[config.mk]
export PLATFORM = sky130hd
export DESIGN_NAME = seg7_result_display
export DESIGN_NICKNAME = d
export VERILOG_FILES = /design/src/rtl/seg7_result_display.sv
export SDC_FILE = /design/constraint.sdc
export NUM_CORES = 1
export LEC_CHECK = 0
export CAP_MARGIN = 10
export CORE_UTILIZATION = 59
export CTS_CLUSTER_SIZE = 25
export DETAILED_ROUTE_END_ITERATION = 16
export HOLD_SLACK_MARGIN = 0.1
export PLACE_DENSITY = 0.79
export SETUP_SLACK_MARGIN = 0.1
export SLEW_MARGIN = 20
export SYNTH_ARGS = -nofsm -noshare
export SYNTH_HDL_FRONTEND = slang
export SYNTH_SLANG_ARGS = --single-unit
[constraint.sdc]
create_clock -name clk -period 2.7 [get_ports clk]
set_clock_uncertainty 0.05 [all_clocks]
set_input_delay 0.675 -clock clk [delete_from_list [all_inputs] [get_ports clk]]
set_output_delay 0.675 -clock clk [all_outputs]
set_load 0.005 [all_outputs]
[src/rtl/seg7_result_display.sv]
// Signed result display: double-dabble binary-to-BCD conversion feeding a
// scanned 6-digit common-anode seven-segment display (sign + 5 digits).
module seg7_result_display #(
    parameter int N_DIGITS = 6,
    parameter int VAL_W    = 16
) (
    input  logic                clk,
    input  logic                rst_n,
    input  logic                scan_clk,
    input  logic [VAL_W-1:0]    value_in,
    input  logic                load,
    output logic                busy,
    output logic                done,
    output logic [N_DIGITS-1:0] an,
    output logic [6:0]          seg,
    output logic                dp
);

    localparam int BCD_W = 20;
    localparam int CNT_W = $clog2(VAL_W);
    localparam int IDX_W = $clog2(N_DIGITS);

    typedef enum logic [1:0] {IDLE, SHIFT, COMMIT} state_t;

    state_t              state_reg, state_next;
    logic                sign_reg;
    logic [VAL_W-1:0]    mag_reg;
    logic [BCD_W-1:0]    bcd_reg;
    logic [BCD_W-1:0]    bcd_adj;
    logic [CNT_W-1:0]    cnt_reg;
    logic [BCD_W-1:0]    disp_bcd_reg;
    logic                disp_sign_reg;
    logic                done_reg;
    logic [2:0]          sync_reg;
    logic [IDX_W-1:0]    idx_reg;
    logic [N_DIGITS-1:0] an_reg, an_next;
    logic [6:0]          seg_reg, seg_next;
    logic [4:0]          digit_blank;
    logic [6:0]          seg_by_idx [0:(1<<IDX_W)-1];
    logic                show_minus;
    logic                scan_rise;

    function automatic logic [6:0] seg_encode(input logic [3:0] d);
        case (d)
            4'd0:    seg_encode = 7'b1000000;
            4'd1:    seg_encode = 7'b1111001;
            4'd2:    seg_encode = 7'b0100100;
            4'd3:    seg_encode = 7'b0110000;
            4'd4:    seg_encode = 7'b0011001;
            4'd5:    seg_encode = 7'b0010010;
            4'd6:    seg_encode = 7'b0000010;
            4'd7:    seg_encode = 7'b1111000;
            4'd8:    seg_encode = 7'b0000000;
            4'd9:    seg_encode = 7'b0010000;
            default: seg_encode = 7'b1111111;
        endcase
    endfunction

    // Add-3 correction on every nibble >= 5 before each shift
    genvar gi;
    generate
        for (gi = 0; gi < 5; gi++) begin : g_adj
            assign bcd_adj[gi*4 +: 4] = (bcd_reg[gi*4 +: 4] >= 4'd5) ?
                                        bcd_reg[gi*4 +: 4] + 4'd3 : bcd_reg[gi*4 +: 4];
        end
    endgenerate

    always_comb begin
        state_next = state_reg;
        case (state_reg)
            IDLE:    if (load) state_next = SHIFT;
            SHIFT:   if (cnt_reg == CNT_W'(VAL_W - 1)) state_next = COMMIT;
            COMMIT:  state_next = IDLE;
            default: state_next = IDLE;
        endcase
    end

    always_ff @(posedge clk or negedge rst_n) begin
        if (!rst_n) begin
            state_reg     <= IDLE;
            sign_reg      <= 1'b0;
            mag_reg       <= '0;
            bcd_reg       <= '0;
            cnt_reg       <= '0;
            disp_bcd_reg  <= '0;
            disp_sign_reg <= 1'b0;
            done_reg      <= 1'b0;
        end else begin
            state_reg <= state_next;
            done_reg  <= (state_reg == COMMIT);
            case (state_reg)
                IDLE: begin
                    if (load) begin
                        sign_reg <= value_in[VAL_W-1];
                        mag_reg  <= value_in[VAL_W-1] ? (~value_in + VAL_W'(1)) : value_in;
                        bcd_reg  <= '0;
                        cnt_reg  <= '0;
                    end
                end
                SHIFT: begin
                    {bcd_reg, mag_reg} <= {bcd_adj, mag_reg} << 1;
                    cnt_reg            <= cnt_reg + CNT_W'(1);
                end
                COMMIT: begin
                    disp_bcd_reg  <= bcd_reg;
                    disp_sign_reg <= sign_reg;
                end
                default: ;
            endcase
        end
    end

    // A digit is blank when it and every digit above it are zero; digit0 always shows
    assign show_minus = disp_sign_reg & (|disp_bcd_reg);

    generate
        for (gi = 0; gi < 5; gi++) begin : g_blank
            if (gi == 0) begin : g_lsd
                assign digit_blank[gi] = 1'b0;
            end else begin : g_upper
                assign digit_blank[gi] = ~(|disp_bcd_reg[BCD_W-1:gi*4]);
            end
        end
        for (gi = 0; gi < (1 << IDX_W); gi++) begin : g_segmux
            if (gi < 5) begin : g_digit
                assign seg_by_idx[gi] = digit_blank[gi] ? 7'b1111111 :
                                        seg_encode(disp_bcd_reg[gi*4 +: 4]);
            end else if (gi == 5) begin : g_sign
                assign seg_by_idx[gi] = show_minus ? 7'b0111111 : 7'b1111111;
            end else begin : g_unused
                assign seg_by_idx[gi] = 7'b1111111;
            end
        end
    endgenerate

    // scan_clk is sampled as data: two-flop synchroniser plus one flop for edge detect
    assign scan_rise = sync_reg[1] & ~sync_reg[2];
    assign an_next   = ~(N_DIGITS'(1) << idx_reg);
    assign seg_next  = seg_by_idx[idx_reg];

    always_ff @(posedge clk or negedge rst_n) begin
        if (!rst_n) begin
            sync_reg <= '0;
            idx_reg  <= '0;
            an_reg   <= '1;
            seg_reg  <= 7'b1111111;
        end else begin
            sync_reg <= {sync_reg[1:0], scan_clk};
            if (scan_rise) begin
                idx_reg <= (idx_reg == IDX_W'(N_DIGITS - 1)) ? '0 : idx_reg + IDX_W'(1);
            end
            an_reg  <= an_next;
            seg_reg <= seg_next;
        end
    end

    assign busy = (state_reg != IDLE);
    assign done = done_reg;
    assign an   = an_reg;
    assign seg  = seg_reg;
    assign dp   = 1'b1;

endmodule

==> reports/metrics.yaml, run 1 <==
outcome: "finished, final reports clean"
vias_per_cell: 5.94
max_slew_margin: 0.337
power_density_nw_per_um2: 1020
fmax_ghz: 0.420
topRoutingLayerUsed: "met4"
cp-end-kind: "flip-flop"
slowest_stage: "or4_4"
synth_cells: 538
async_flop_share: 1.00
syn_area_sq_um: 5010
grt_pass1_vias: 3883
vdd_ir_drop_max_mv: 0.641
critical_path_class: "input pin to flip-flop"
cp.arrival_ns: 2.56
fin_crit_ns: 2.38
layout-drive-gt1-share: 0.120
grt_usage: 0.267
setup_viol: 0
synth_ff_type: "dfrtp_1"
area_delta_synth_final_pct: 13.8
syn_avg_cell_area_sq_um: 9.31
worst_pin_slew_ns: 0.995
num_rows: 33
critPathMaxFanout: 4
start_util: 0.609
htree_levels: 3
max-clock-path-buffers: 2
finalPower_mw: 5.79
rrSetupSlack_ns: 0.45
crit_chain: "clkdlybuf4s50_1, or4_4, or3_4, o31ai_1, xor2_1, o21ai_1"
grt_pass1_wl_um: 18300
core_sq_um: 8220
period_share: 0.881
final_cell_mix: "dfrtp_1, o21ai_0, nand2_1"
num_vias: 4025
post-place-cells: 662
cts-root-buf: "clkbuf_8"
hp-class: "input pin to asynchronous set/reset pin"
cts_made_buffers: 9
drt_iter0_markers: 257
gp_congestion: 0.872
slowest_delay_ns: 0.54
cts_tree: "done"
slew_viol_final: 0
n_antenna_cell: 0
clkSinkCount: 84
fin_tns_setup_ns: 0
drc: 0
rsz0062_at_grt: "no"
critPathRequiredTime_ns: 2.88
grt_max_degree: 50
maxCapViolations: 0
hold_viol: 0
final_core_util: 0.694
leakage_nw: 2.51
final_net_count: 626
cts.clk_slew.worst_paths_ns: 0.09
route.met3.wl_um: 332
synth_top_cells_by_area: "dfrtp_1, ha_1, dfstp_2, o21ai_0, nand2_1"
die_w_um: 94.1
layout_commonest_cell: "dfrtp_1"
cp-start-kind: "input pin"
ctsResizeCount: 0
clk_latency_ns: 0.36
synth_largest_area_cell: "dfrtp_1"
wl_met1_um: 4750
synth_edf_count: 0
cts_hold_buffers: 0
syn_nets: 596
dpl.hpwl_um: 7610
io_buffers: 34
detail-route-antenna-nets: 0
stdcell_count: 678
post_cts_buffers: 0
antenna_found_initial: 0
pin_count: 36
dieHeight_um: 94.1
wl_um: 10500
synth_top_area_share: 0.355
dr_wl_met2_um: 5210
wl_per_cell_um: 15.5
ys_types: 53
dr.pass1.iters: 4
floorplan.die_area_sq_um: 8860
ys_seq_area_frac: 0.423
ys_ff_latch: 84
yosysWarningCount: 0
overflow: 0
[cell families (layout without fill, tap and decap cells)]
| kind of cell | count (synthesis) | in the layout | synth area share |
|---|---|---|---|
| muxes | 16 | 16 | 0.0350 |
| AOI/OAI and AO/OA | 172 | 172 | 0.220 |
| and+or+nand+nor | 138 | 138 | 0.135 |
| xor gates and xnor gates | 24 | 24 | 0.0420 |
| other | 1 | 1 | 0.000749 |
| adders and majority gates | 38 | 38 | 0.0950 |
| DFF | 84 | 84 | 0.423 |
| buffers and inverters | 65 | 100 | 0.0497 |
[metal layers]
| metal | vias to the layer above | track usage |
|---|---|---|
| met5 | - | 0 |
| met3 | 17 | 0.0396 |
| li1 | 1964 | - |
| met4 | 0 | 0.117 |
| met2 | 89 | 0.450 |
| met1 | 1955 | 0.341 |
[where the power goes]
part	internal (mW)	switching, mW	leakage [nW]	total, mW
Combinational	1.15	1.36	1.39	2.50
Clock	0.517	0.471	0.109	0.988
Sequential	1.80	0.506	1.02	2.30
Total	3.46	2.33	2.51	5.79
[stage by stage]
| step | area, sq um | setup slack (ns) | hold WS, ns |
|---|---|---|---|
| global route | 5700 | 0.184 | 0.224 |
| global placement | 5480 | -0.0155 | 0.285 |
| floorplan | 5010 | 0.477 | 0.281 |
| CTS | 5700 | 0.318 | 0.211 |
| finish | 5700 | 0.320 | 0.207 |
| detailed placement | 5480 | -0.0528 | 0.298 |
[worst paths after layout]
check	start	to	depth (start not counted)
hold / removal	rst_n	sync_reg[2]$_DFF_PN0_	1
min in group clk	sync_reg[0]$_DFF_PN0_	sync_reg[1]$_DFF_PN0_	0
hold reg to reg	sync_reg[0]$_DFF_PN0_	sync_reg[1]$_DFF_PN0_	0
setup reg to reg	disp_bcd_reg[17]$_DFFE_PN0P_	seg[6]$_DFF_PN1_	7
setup / recovery	value_in[5]	mag_reg[10]$_DFFE_PN0P_	6
max in group asynchronous	rst_n	done$_DFF_PN0_	2
[worst max-delay path, delay by kind of cell]
family	cells	cell delay, ns
AOI/OAI and AO/OA	2	0.34
xor gates and xnor gates	1	0.18
buffers and inverters	1	0.42
and+or+nand+nor	2	0.94
[cell type report]
class | instances | area, sq um
Clock inverter | 7 | 91.3
Multi-Input combinational cell | 389 | 2640
Sequential cell | 84 | 2120
Fill cell | 643 | 2520
Inverter | 35 | 131
Timing Repair Buffer | 49 | 463
Tap cell | 105 | 131
Clock buffer | 9 | 124
[cells in the mapped netlist (2+ instances only)]
master and instances:
dfrtp_1 71, o21ai_0 58, nand2_1 45, ha_1 38, nor2_1 37, inv_1 35, a21oi_1 33, clkbuf_1 25
nand2b_1 18, xor2_1 15, a22oi_1 13, dfstp_2 13, o31ai_1 13, mux2_2 12, o32ai_1 11, o22ai_1 9
xnor2_1 9, nand3_1 8, nor2b_1 7, nor3_1 6, o21ai_1 6, a32o_1 5, a211oi_1 4, mux2i_1 4
o211ai_1 4, buf_1 3, or3b_2 3, a31oi_1 2, and3_1 2, o2111ai_1 2, or2_2 2, or3_1 2
or3_4 2, or4_1 2
(Power assumes the default switching activity.)
==> run 2, diff against run 1 <==
Settings changed: PLACE_DENSITY 0.79 to not set, PLACE_DENSITY_LB_ADDON set to 0.1, REMOVE_ABC_BUFFERS set to 1.
==> run 2 against run 1 <==
Net effect: wire length shrank 1.4%; register-to-register slack improved by 0.03 ns; non-clock buffer count up 4; maximum frequency increased by 0.18%; via count rose by 0.89%; clock-buffer cell count rose by 1; sequential power about the same; largest cell class unchanged; highest routed layer unchanged.
==> reports/metrics.yaml, run 2 (synthesis gave the netlist of run 1 again) <==
post_cts_buffers: 0  # unchanged
stdcell_count: 682  # +0.59%
num_vias: 4061  # +0.89%
fmax_ghz: 0.421  # +0.18%
antenna_found_initial: 0  # unchanged
cts_tree: "done"
rsz0062_at_grt: "no"
wl_um: 10400  # -1.4%
power_density_nw_per_um2: 1030  # +0.95%
grt_max_degree: 47  # -6.0%
critical_path_class: "flip-flop to primary output"
cp.arrival_ns: 1.65  # -0.91 ns
grt_pass1_vias: 3897  # +0.36%
start_util: 0.609  # unchanged
num_rows: 33  # unchanged
die_w_um: 94.1  # unchanged
core_sq_um: 8220  # unchanged
fin_ws_ns: 0.325  # +0.00438 ns
cts_made_buffers: 9  # unchanged
n_antenna_cell: 0  # unchanged
area_delta_synth_final_pct: 14.9
final_cell_mix: "dfrtp_1, o21ai_0, nand2_1"
ctsResizeCount: 0  # unchanged
max-clock-path-buffers: 2  # unchanged
grt_usage: 0.252  # -0.0149
layout-drive-gt1-share: 0.125  # +0.00436
drc: 0  # unchanged
critPathMaxFanout: 13  # +9
cts.clk_slew.worst_paths_ns: 0.09  # about the same
dieHeight_um: 94.1  # unchanged
clkSinkCount: 84  # unchanged
hold_viol: 0  # unchanged
max_slew_margin: 0.421  # +0.0837
grt_pass1_wl_um: 17400  # -5.1%
outcome: "finished, final reports clean"
clk_latency_ns: 0.36  # about the same
vdd_ir_drop_max_mv: 0.588  # -8.2%
reg2reg_depth: 7  # unchanged
final_net_count: 630  # +0.64%
overflow: 0  # unchanged
io_buffers: 34  # unchanged
hp-class: "input pin to asynchronous set/reset pin"
post-place-cells: 666  # +0.60%
gp_congestion: 0.892  # +2.2%
cp-start-kind: "flip-flop"
maxCapViolations: 0  # unchanged
dp_slack_ns: -0.0419  # +0.0109 ns
slew_viol_final: 0  # unchanged
dr.pass1.iters: 4  # unchanged
pin_count: 36  # unchanged
leakage_nw: 2.54  # +1.2%
period_share: 0.880  # -0.00162
floorplan.die_area_sq_um: 8860  # unchanged
drt_iter0_markers: 222  # -14%
setup_viol: 0  # unchanged
vias_per_cell: 5.95  # +0.30%
worst_pin_slew_ns: 0.867  # -0.128 ns
fin_area_sq_um: 5750  # +0.97%
dpl.hpwl_um: 7740  # +1.7%
detail-route-antenna-nets: 0  # unchanged
r2r_end: "seg[0]$_DFF_PN1_"
cts_hold_buffers: 0  # unchanged
cp-end-kind: "primary output"
layout_commonest_cell: "dfrtp_1"
r2r-start: "disp_bcd_reg[17]$_DFFE_PN0P_"
placedInstanceArea_sq_um: 5510  # +0.55%
wl_per_cell_um: 15.2  # -2.0%
hold_slack_ns: 0.257  # +0.0503 ns
htree_levels: 3  # unchanged
cts-root-buf: "clkbuf_8"
critPathRequiredTime_ns: 1.98  # -0.90 ns
rrSetupSlack_ns: 0.48  # +0.03 ns
fin_crit_ns: 2.38  # -0.00438 ns
-- run 2: critical path, cell delays in order (launching register included) --
cell	delay, ns
dfrtp_1	0.51
or2_2	0.34
clkdlybuf4s50_1	0.44
-- run 2: per-stage QoR --
step                       util  power [mW]  setup TNS [ns]
after floorplan               -        3.94               0
after global placement    0.671        4.71         -0.0125
after detailed placement  0.671        4.83          -0.130
after CTS                 0.700        5.93               0
after global routing      0.700        6.37               0
final                     0.700        5.90               0
-- run 2: worst max-delay path by stage --
stage | slack [ns] | to | start | cells past startpoint
6_report | 0.32 | busy | state_reg[1]$_DFFE_PN0P_ | 2
5_1_grt | 0.21 | seg[0]$_DFF_PN1_ | disp_bcd_reg[16]$_DFFE_PN0P_ | 7
4_1_cts | 0.30 | busy | state_reg[1]$_DFFE_PN0P_ | 2
3_5_place_dp | -0.04 | mag_reg[11]$_DFFE_PN0P_ | value_in[5] | 6
3_3_place_gp | -0.008 | mag_reg[11]$_DFFE_PN0P_ | value_in[5] | 6
2_1_floorplan | 0.47 | mag_reg[11]$_DFFE_PN0P_ | value_in[5] | 5
-- run 2: cell type report --
class	instances	area, sq um
multi-input cells	389	2640
fillers	646	2460
flip-flops and latches	84	2120
repair buffers	53	493
inverters	35	131
well taps	105	131
clock buffers	10	128
clock inverters	6	113
-- run 2: per-layer routing --
metal | up-vias | track usage | wire length, um
met5 | - | 0 | 0
met4 | 0 | 0.129 | 314
met3 | 29 | 0.0429 | 337
met2 | 94 | 0.446 | 5310
met1 | 1958 | 0.292 | 4410
li1 | 1980 | - | -
-- run 2: where the power goes --
| part | switching (mW) | internal [mW] |
|---|---|---|
| registers | 0.501 | 1.79 |
| clock network | 0.464 | 0.616 |
| logic | 1.36 | 1.16 |
